--- config.mk ---
export PLATFORM = sky130hd
export DESIGN_NAME = updn_sweep_ctrl
export DESIGN_NICKNAME = d
export VERILOG_FILES = /design/src/rtl/updn_sweep_ctrl.sv
export SDC_FILE = /design/constraint.sdc
export NUM_CORES = 1
export LEC_CHECK = 0
export ABC_AREA = 1
export BUFFER_PORTS_ARGS = -buffer_cell sky130_fd_sc_hd__buf_2
export CORE_MARGIN = 3
export CORE_UTILIZATION = 55
export CTS_CLUSTER_DIAMETER = 120
export CTS_CLUSTER_SIZE = 12
export DETAILED_ROUTE_END_ITERATION = 7
export PLACE_DENSITY = 0.84
export SYNTH_ARGS = -nofsm -noshare
export SYNTH_HDL_FRONTEND = slang
export SYNTH_SLANG_ARGS = --single-unit
--- constraint.sdc ---
create_clock -name clk -period 2.9 [get_ports clk]
set_input_delay 0.145 -clock clk [delete_from_list [all_inputs] [get_ports clk]]
set_output_delay 0.145 -clock clk [all_outputs]
set_load 0.01 [all_outputs]
--- src/rtl/updn_sweep_ctrl.sv ---
// Triangle-sweep controller for an external loadable up/down counter (lo -> hi -> lo).
// Define SWEEP_DWELL_EN to add endpoint dwell states driven by the dwell input.
module updn_sweep_ctrl #(
    parameter int width = 4
) (
    input  logic             clk,
    input  logic             rst,
    input  logic             start,
    input  logic             stop,
    input  logic [width-1:0] lo,
    input  logic [width-1:0] hi,
    input  logic [7:0]       dwell,
    input  logic [7:0]       n_sweeps,
    input  logic [width-1:0] count_in,
    output logic [width-1:0] data,
    output logic             load,
    output logic             cen,
    output logic             up_dn,
    output logic             busy,
    output logic             done,
    output logic             err,
    output logic [7:0]       sweeps
);

    typedef enum logic [2:0] {
        S_IDLE     = 3'd0,
        S_LOAD     = 3'd1,
        S_UP       = 3'd2,
        S_DOWN     = 3'd3,
`ifdef SWEEP_DWELL_EN
        S_DWELL_HI = 3'd5,
        S_DWELL_LO = 3'd6,
`endif
        S_HOLD     = 3'd4
    } state_t;

    localparam logic [width:0] one_w = {{width{1'b0}}, 1'b1};

    state_t           state_r;
    state_t           state_s;
    logic [width-1:0] lo_r;
    logic [width-1:0] hi_r;
    logic [7:0]       n_sweeps_r;
    logic [width-1:0] data_r;
    logic             err_r;
    logic             done_r;
    logic [7:0]       sweeps_r;
    logic             accept_s;
    logic             bounds_ok_s;
    logic             at_top_s;
    logic             at_bot_s;
    logic [7:0]       sweeps_inc_s;
    logic             limit_s;

    // Endpoint compares are done one bit wider so hi at full scale cannot wrap.
    assign accept_s     = (state_r == S_IDLE) && start && !stop;
    assign bounds_ok_s  = (lo <= hi);
    assign at_top_s     = (({1'b0, count_in} + one_w) == {1'b0, hi_r});
    assign at_bot_s     = ({1'b0, count_in} == ({1'b0, lo_r} + one_w));
    assign sweeps_inc_s = (sweeps_r == 8'd255) ? 8'd255 : (sweeps_r + 8'd1);
    assign limit_s      = (n_sweeps_r != 8'd0) && (sweeps_inc_s == n_sweeps_r);

`ifdef SWEEP_DWELL_EN
    logic [7:0] dwell_r;
    logic [7:0] dwell_cnt_r;
    logic       dwell_end_s;

    assign dwell_end_s = (dwell_cnt_r == (dwell_r - 8'd1));

    // Dwell cycle counter: runs while parked in a dwell state, clears otherwise.
    always_ff @(posedge clk or negedge rst) begin
        if (!rst) begin
            dwell_cnt_r <= 8'd0;
        end else if (((state_r == S_DWELL_HI) || (state_r == S_DWELL_LO)) && (state_s == state_r)) begin
            dwell_cnt_r <= dwell_cnt_r + 8'd1;
        end else begin
            dwell_cnt_r <= 8'd0;
        end
    end
`else
    logic unused_dwell_s;
    assign unused_dwell_s = ^dwell;
`endif

    // State register.
    always_ff @(posedge clk or negedge rst) begin
        if (!rst) begin
            state_r <= S_IDLE;
        end else begin
            state_r <= state_s;
        end
    end

    // Next-state logic; stop overrides every other transition outside IDLE.
    always_comb begin
        state_s = state_r;
        case (state_r)
            S_IDLE: begin
                if (accept_s && bounds_ok_s) state_s = S_LOAD;
                else                         state_s = S_IDLE;
            end
            S_LOAD: begin
                if (stop)                 state_s = S_IDLE;
                else if (lo_r == hi_r)    state_s = S_HOLD;
                else                      state_s = S_UP;
            end
            S_UP: begin
                if (stop)                 state_s = S_IDLE;
`ifdef SWEEP_DWELL_EN
                else if (at_top_s)        state_s = (dwell_r != 8'd0) ? S_DWELL_HI : S_DOWN;
`else
                else if (at_top_s)        state_s = S_DOWN;
`endif
                else                      state_s = S_UP;
            end
            S_DOWN: begin
                if (stop)                 state_s = S_IDLE;
                else if (at_bot_s && limit_s) state_s = S_IDLE;
`ifdef SWEEP_DWELL_EN
                else if (at_bot_s)        state_s = (dwell_r != 8'd0) ? S_DWELL_LO : S_UP;
`else
                else if (at_bot_s)        state_s = S_UP;
`endif
                else                      state_s = S_DOWN;
            end
`ifdef SWEEP_DWELL_EN
            S_DWELL_HI: begin
                if (stop)                 state_s = S_IDLE;
                else if (dwell_end_s)     state_s = S_DOWN;
                else                      state_s = S_DWELL_HI;
            end
            S_DWELL_LO: begin
                if (stop)                 state_s = S_IDLE;
                else if (dwell_end_s)     state_s = S_UP;
                else                      state_s = S_DWELL_LO;
            end
`endif
            S_HOLD: begin
                if (stop)                 state_s = S_IDLE;
                else                      state_s = S_HOLD;
            end
            default: state_s = S_IDLE;
        endcase
    end

    // Counter control decoded from the state register.
    always_comb begin
        load  = 1'b1;
        cen   = 1'b0;
        up_dn = 1'b1;
        busy  = 1'b1;
        case (state_r)
            S_IDLE:  busy = 1'b0;
            S_LOAD:  load = 1'b0;
            S_UP:    cen  = 1'b1;
            S_DOWN: begin
                cen   = 1'b1;
                up_dn = 1'b0;
            end
            S_HOLD:  busy = 1'b1;
            default: busy = 1'b1;
        endcase
    end

    // Bound/limit capture on start in IDLE; data only moves on an accepted start.
    always_ff @(posedge clk or negedge rst) begin
        if (!rst) begin
            lo_r       <= '0;
            hi_r       <= '0;
            n_sweeps_r <= 8'd0;
            data_r     <= '0;
`ifdef SWEEP_DWELL_EN
            dwell_r    <= 8'd0;
`endif
        end else if (accept_s) begin
            lo_r       <= lo;
            hi_r       <= hi;
            n_sweeps_r <= n_sweeps;
`ifdef SWEEP_DWELL_EN
            dwell_r    <= dwell;
`endif
            if (bounds_ok_s) data_r <= lo;
        end
    end

    // Status flags: sticky bound error, completion pulse, period counter.
    always_ff @(posedge clk or negedge rst) begin
        if (!rst) begin
            err_r    <= 1'b0;
            done_r   <= 1'b0;
            sweeps_r <= 8'd0;
        end else begin
            done_r <= (state_r == S_DOWN) && !stop && at_bot_s && limit_s;
            if (accept_s) begin
                err_r <= !bounds_ok_s;
                if (bounds_ok_s) sweeps_r <= 8'd0;
            end else if ((state_r == S_DOWN) && at_bot_s) begin
                sweeps_r <= sweeps_inc_s;
            end
        end
    end

    assign data   = data_r;
    assign err    = err_r;
    assign done   = done_r;
    assign sweeps = sweeps_r;

endmodule
==> results of run 1 <==
how the worst min path moves through the flow:
| stage | slack [ns] | end | startpoint | cells after the start |
|---|---|---|---|---|
| global placement | 0.24 | sweeps[7] | rst | 1 |
| floorplan | -0.15 | data[0] | rst | 0 |
| detailed placement | 0.24 | sweeps[7] | rst | 1 |
| CTS | 0.05 | n_sweeps_r[0] | n_sweeps[0] | 3 |
| finish | 0.06 | n_sweeps_r[0] | n_sweeps[0] | 3 |
| global route | 0.07 | hi_r[0] | hi[0] | 3 |
layout make-up:
class / count / area [sq um] / area share
Inverter: 45 / 170 / 0.0684
Clock buffer: 6 / 82.6 / 0.0332
Timing Repair Buffer: 43 / 223 / 0.0895
Tap cell: 48 / 60.1 / 0.0241
Sequential cell: 33 / 826 / 0.332
Multi-Input combinational cell: 216 / 1090 / 0.438
Clock inverter: 2 / 37.5 / 0.0151
per-stage QoR:
step,hold WS (ns),area [sq um]
global route,0.0694,2490
floorplan,-0.151,2140
CTS,0.0529,2490
finish,0.0575,2490
global placement,0.243,2360
detailed placement,0.240,2360
state kept, by name (all words and copies together) (netlist names):
signal and cells:
state_r 3, n_sweeps_r 8, lo_r 4, hi_r 4, sweeps 8, done 1
data 4, err 1
metal layers:
metal	vias to the layer above	routed length (um)	track usage
li1	1053	-	-
met1	937	2160	0.295
met2	67	2090	0.378
met3	6	303	0.0542
met4	0	60	0.0670
met5	-	0	0
cell families (layout without fill, tap and decap cells):
logic type                 count (synthesis)  after routing  synth area share
xor gates and xnor gates                   8              8            0.0328
adders and majority gates                  7              7            0.0410
and+or+nand+nor                          161            161             0.338
DFF                                       33             33             0.387
buffers and inverters                     52             96             0.104
AOI/OAI and AO/OA                         40             40            0.0978
layout by cell type (no fill, tap or decap), types with 2 or more instances in the layout:
cell type and n:
nand3_1 29, buf_2 41, o21ai_0 33, clkbuf_8 6
xor2_1 2, nand2_1 90, inv_1 43, dfrtp_1 33
xnor2_1 6, nand4_1 10, a21oi_1 3, nand2_2 2
or2_2 3, ha_1 7, nor2_1 20
cells in the mapped netlist, drive strengths merged (2+ instances only):
| library cell | number | area (sq um) |
|---|---|---|
| a21oi | 3 | 15.0 |
| buf | 5 | 43.8 |
| clkbuf | 2 | 7.51 |
| dfrtp | 33 | 826 |
| ha | 7 | 87.6 |
| inv | 44 | 165 |
| nand2 | 93 | 362 |
| nand3 | 31 | 173 |
| nand4 | 11 | 75.1 |
| nor2 | 20 | 75.1 |
| o21ai | 33 | 165 |
| or2 | 4 | 25.0 |
| xnor2 | 6 | 52.6 |
| xor2 | 2 | 17.5 |
where the power goes:
| part | internal, W | switching, W |
|---|---|---|
| combinational | 0.000266 | 0.000393 |
| sequential | 0.000589 | 0.000124 |
| clock | 0.000279 | 0.000177 |
| total | 0.00113 | 0.000694 |
worst reg2reg max path, cell delays in order (launching register included):
cell,delay (ns)
dfrtp_1,0.45
ha_1,0.29
nand2_1,0.08
nor2_1,0.05
nand2_2,0.22
nand2_1,0.12
nand2_1,0.08
nand2_1,0.07
nor2_1,0.11
nand2_1,0.05
nor2_1,0.13
nand2_1,0.07
nand2_1,0.06
nand2_1,0.04
==> run metrics, run 1 <==
Layout Utilization 0.674; core footprint 3690 sq um; endpoints failing hold 0; worst slew pin tran ~0.73 ns; setup slack, reg-to-reg about 1 ns; largest net degree at the start of global routing 34; layout cell share with drive strength beyond 1 0.177; vias about 2100; Port Buf Inserts slightly above 40; Critical Path Max Stage Delay 0.45 ns; RSZ-0062 raised after global routing false; Vias per Instance approximately 5.2; Setup CP Type reg2reg; crit path from sweeps[0]; DRC Markers 0; Final Setup Violations 0; clk buf depth 2; Setup TNS 0 ns; Worst Setup End Kind flop; pre-CTS setup slack 1.01 ns; DRT Pass-1 Iters 4; # placed instances 384; hold_buf cts 1; register clock-pin slew on the reported worst setup and hold paths 0.07 ns; fmax between 500 and 600 MHz; clk_lat worst skew just under 0.3 ns; WL/cell between 10 and 15 um; fillers about 330; post-CTS setup buffer count 0; H-tree levels 2; number of enable flip-flop cells after synthesis 0; CTS Buf Count 5; cell with the most instances on the worst path nand2_1; Final ANT Viol Nets 0; Yosys reg bits 33; Die Wd between 60 and 70 um; cell count along the critical path 13; part of the cycle the worst path needs 0.659; CTS tree done; std cell rows 22; worst hold-check path type in2reg; max-slew violation count 0; Worst Path Arrival about 2.1 ns; maximum vdd drop 0.397 mV; CP endpoint state_r[1]; Routability Congestion roughly 0.88; Finished Layout Cells 393; Die Y 68.3 um; Syn Nets 340; Top FF cell, synth dfrtp_1; Critical Path RT roughly 3.1 ns; worst path buffer plus inverter count 0; Routed WL between 4000 and 5000 um; Mean Syn Cell Area ~7.1 sq um; Leakage roughly 1.3 nW; sequential area share after synthesis 0.387; Clock Root Buffer clkbuf_8; nets@finish between 300 and 400; synth warn 0; Syn Inst Count approximately 300; ys async rst share 1.00; Critical Path Fanout Max 14; vias in the first global route around 1900; Sink Count 33; post-synth cell types 29; Starting Density 0.579; Tmin final 1.91 ns; Pwr Total about 0.0018 W; reg-to-reg startpoint sweeps[0]; IO Count 50; Detailed Place HPWL between 3000 and 4000 um; reg2reg path depth 13; first-pass GRT wire length 8050 um; diode count 0; mapped cell area about 2100 sq um; Area growth syn-to-layout 16.5%; Worst Skew 0.00963 ns; worst path cell trace ha_1 -> nand2_1 -> nor2_1 -> nand2_2 -> nand2_1 -> nand2_1 -> nand2_1 -> nor2_1 -> nand2_1 -> nor2_1 -> nand2_1 -> nand2_1 -> nand2_1; post_cts resized 0; maxcap violations 0; Total GRT Usage 0.228; pwr dens between 700 and 800 nW/um^2; drt initial violations 134; initial antenna violation count 0; CP max stage cell dfrtp_1; Crit path max-delay family simple AND/OR/NAND/NOR gates; gr ovfl total 0; status finished, final reports clean; startpoint types flop; end of the worst register-to-register path state_r[1]; die area 4670 sq um; Final WS setup approximately 1 ns; Slew Limit Headroom 0.512
No activity file was read; power rests on OpenSTA's default activity.
==> inputs of run 2 (changes only) <==
CORE_UTILIZATION = 49   (was 55)
PLACE_DENSITY = 0.8   (was 0.84)
clock period = 1.7 ns   (was 2.9 ns; I/O delays follow)
==> run metrics, run 2 (synthesis gave the netlist of run 1 again) <==
status finished, violations left; failing checks hold timing, setup timing; std cell rows 23 (+4.5%); Leakage 1.53 nW (+16%); Sink Count 33 (unchanged); Critical Path Fanout Max 6 (-8); hold_ws -0.00313 ns (-0.0606 ns); cell with the most instances on the worst path nand2_1; clock network fraction of total power 0.174 (-0.076); worst path buffer plus inverter count 0 (unchanged); Tmin final 1.90 ns (-0.00537 ns); maxcap violations 0 (unchanged); WL/cell 15.6 um (+33%); Area growth syn-to-layout 36.6%; layout cell share with drive strength beyond 1 0.328 (+0.151); Worst Skew 0.00572 ns (-0.00391 ns); Die Y 72.0 um (+5.4%); worst hold-check path type in2reg; vias in the first global route 2086 (+11%); fmax 525 MHz (+0.28%); Total GRT Usage 0.221 (-0.00753); core footprint 4120 sq um (+12%); H-tree levels 2 (unchanged); Slew Limit Headroom 0.491 (-0.0208); Starting Density 0.519 (-0.0600); register clock-pin slew on the reported worst setup and hold paths 0.08 ns (about the same); clk buf depth 2 (unchanged); most common cell after layout, fill and taps aside nand2_1; maximum vdd drop 0.668 mV (+68%); CTS Buf Count 5 (unchanged); clk_lat worst skew 0.30 ns (about the same); Routed WL 6680 um (+45%); CP max stage cell dfrtp_1; Vias per Instance 5.71 (+8.8%); Critical Path RT 1.89 ns (-1.20 ns); Pwr Total 0.00349 W (+91%); Worst Path Arrival 2.09 ns (about the same); IO Count 50 (unchanged); Final WS setup -0.204 ns (-1.19 ns); nets@finish 416 (+8.6%); RSZ-0062 raised after global routing true; worst path cell trace ha_4 -> nand2_4 -> nor2_4 -> nand2_4 -> nand3_4 -> nand2_2 -> nand2_2 -> nor2_2 -> nand2_1 -> nor2_1 -> nand2_1 -> nand2_1 -> nand2_1; Port Buf Inserts 41 (unchanged); gr ovfl total 0 (unchanged); Pint 0.00198 W (+74%); Crit path max-delay family simple AND/OR/NAND/NOR gates; Sw Share 0.433 (+0.0528); most frequent cells in the layout nand2_1, inv_1, buf_2, dfrtp_1, o21ai_0; Setup CP Type reg2reg; diode count 0 (unchanged); first-pass GRT wire length 9050 um (+13%); CTS tree done; Final Setup Violations 9 (+9); Die Wd 72.0 um (+5.4%); Routability Congestion 0.835 (-5.5%); Logic pwr share 0.482 (+0.122); DRC Markers 0 (unchanged); cell area after layout 2920 sq um (+17%); Detailed Place HPWL 3760 um (+7.1%); DRT Pass-1 Iters 5 (+1); Critical Path Max Stage Delay 0.42 ns (-0.03 ns); Psw 0.00151 W (+120%); worst slew pin tran 0.764 ns (+0.0312 ns); startpoint types flop; Clock Root Buffer clkbuf_8; vias 2444 (+18%); die area 5190 sq um (+11%); endpoints failing hold 1 (+1); DP Area 2490 sq um (+5.5%); Final ANT Viol Nets 0 (unchanged); largest net degree at the start of global routing 34 (unchanged); pre-CTS setup slack -0.0860 ns (-1.10 ns); drt initial violations 288 (+110%); max-slew violation count 0 (unchanged); pwr dens 1200 nW/um^2 (+63%); Worst Setup End Kind flop; initial antenna violation count 0 (unchanged); Reg power frac 0.344 (-0.046); Layout Utilization 0.709 (+0.0344); part of the cycle the worst path needs 1.12 (+0.462)
==> run 2: power groups by stage <==
| stage | registers, W | logic (W) | clock network [W] |
|---|---|---|---|
| 6_report | 0.00120 | 0.00168 | 0.000608 |
| 5_1_grt | 0.00123 | 0.00183 | 0.000639 |
| 4_1_cts | 0.00117 | 0.00139 | 0.000598 |
| 3_5_place_dp | 0.00118 | 0.00132 | 0 |
| 3_3_place_gp | 0.00117 | 0.00129 | 0 |
| 2_1_floorplan | 0.00123 | 0.000790 | 0 |
==> run 2: worst min-delay path: stages <==
cell and delay, ns:
buf_2 0.07, nand2_1 0.04, o21ai_0 0.06
==> run 2: metrics by stage <==
| step | hold slack [ns] | cells | TNS (ns) |
|---|---|---|---|
| finish | -0.00313 | 428 | -0.589 |
| global route | 0.0193 | 428 | -1.33 |
| CTS | 0.000732 | 421 | -0.0772 |
| detailed placement | 0.195 | 403 | -0.372 |
| global placement | 0.185 | 403 | -0.135 |
| floorplan | -0.211 | 301 | 0 |
==> run 2: final timing paths <==
kind	startpoint	to	slack [ns]	depth (start not counted)
worst max-delay path	sweeps[0]	state_r[1]	-0.20	13
worst min register to register	data[2]	data[2]	0.49	2
min in group asynchronous	rst	done	0.39	2
worst min-delay path	n_sweeps[6]	n_sweeps_r[6]	-0.003	3
worst max register to register	sweeps[0]	state_r[1]	-0.20	13
max in group asynchronous	rst	sweeps[2]	0.78	2
==> run 2: area by class of cell <==
cell class	instances	area, sq um
multi-input combinational	218	1290
clock inverter	3	17.5
inverter	45	171
timing repair buffer	74	479
clock buffer	5	68.8
sequential	33	828
tap	50	62.6
fill	300	1200
==> run 2: layer usage <==
layer / vias to the layer above / part of all wire / GRT usage
met3: 54 / 0.10 / 0.0540
met5: - / 0 / 0
met4: 0 / 0.055 / 0.0772
li1: 1125 / - / -
met2: 166 / 0.46 / 0.353
met1: 1099 / 0.39 / 0.293
==> run 2: what timing repair did <==
item                       in CTS  in global routing
hold endpoints to repair       38                  0
buffers inserted                2                  7
setup endpoints to repair       9                 14
gates cloned                    2                  0
pin swaps                       6                 19
resized for setup               8                 47
hold buffers                    6                  0
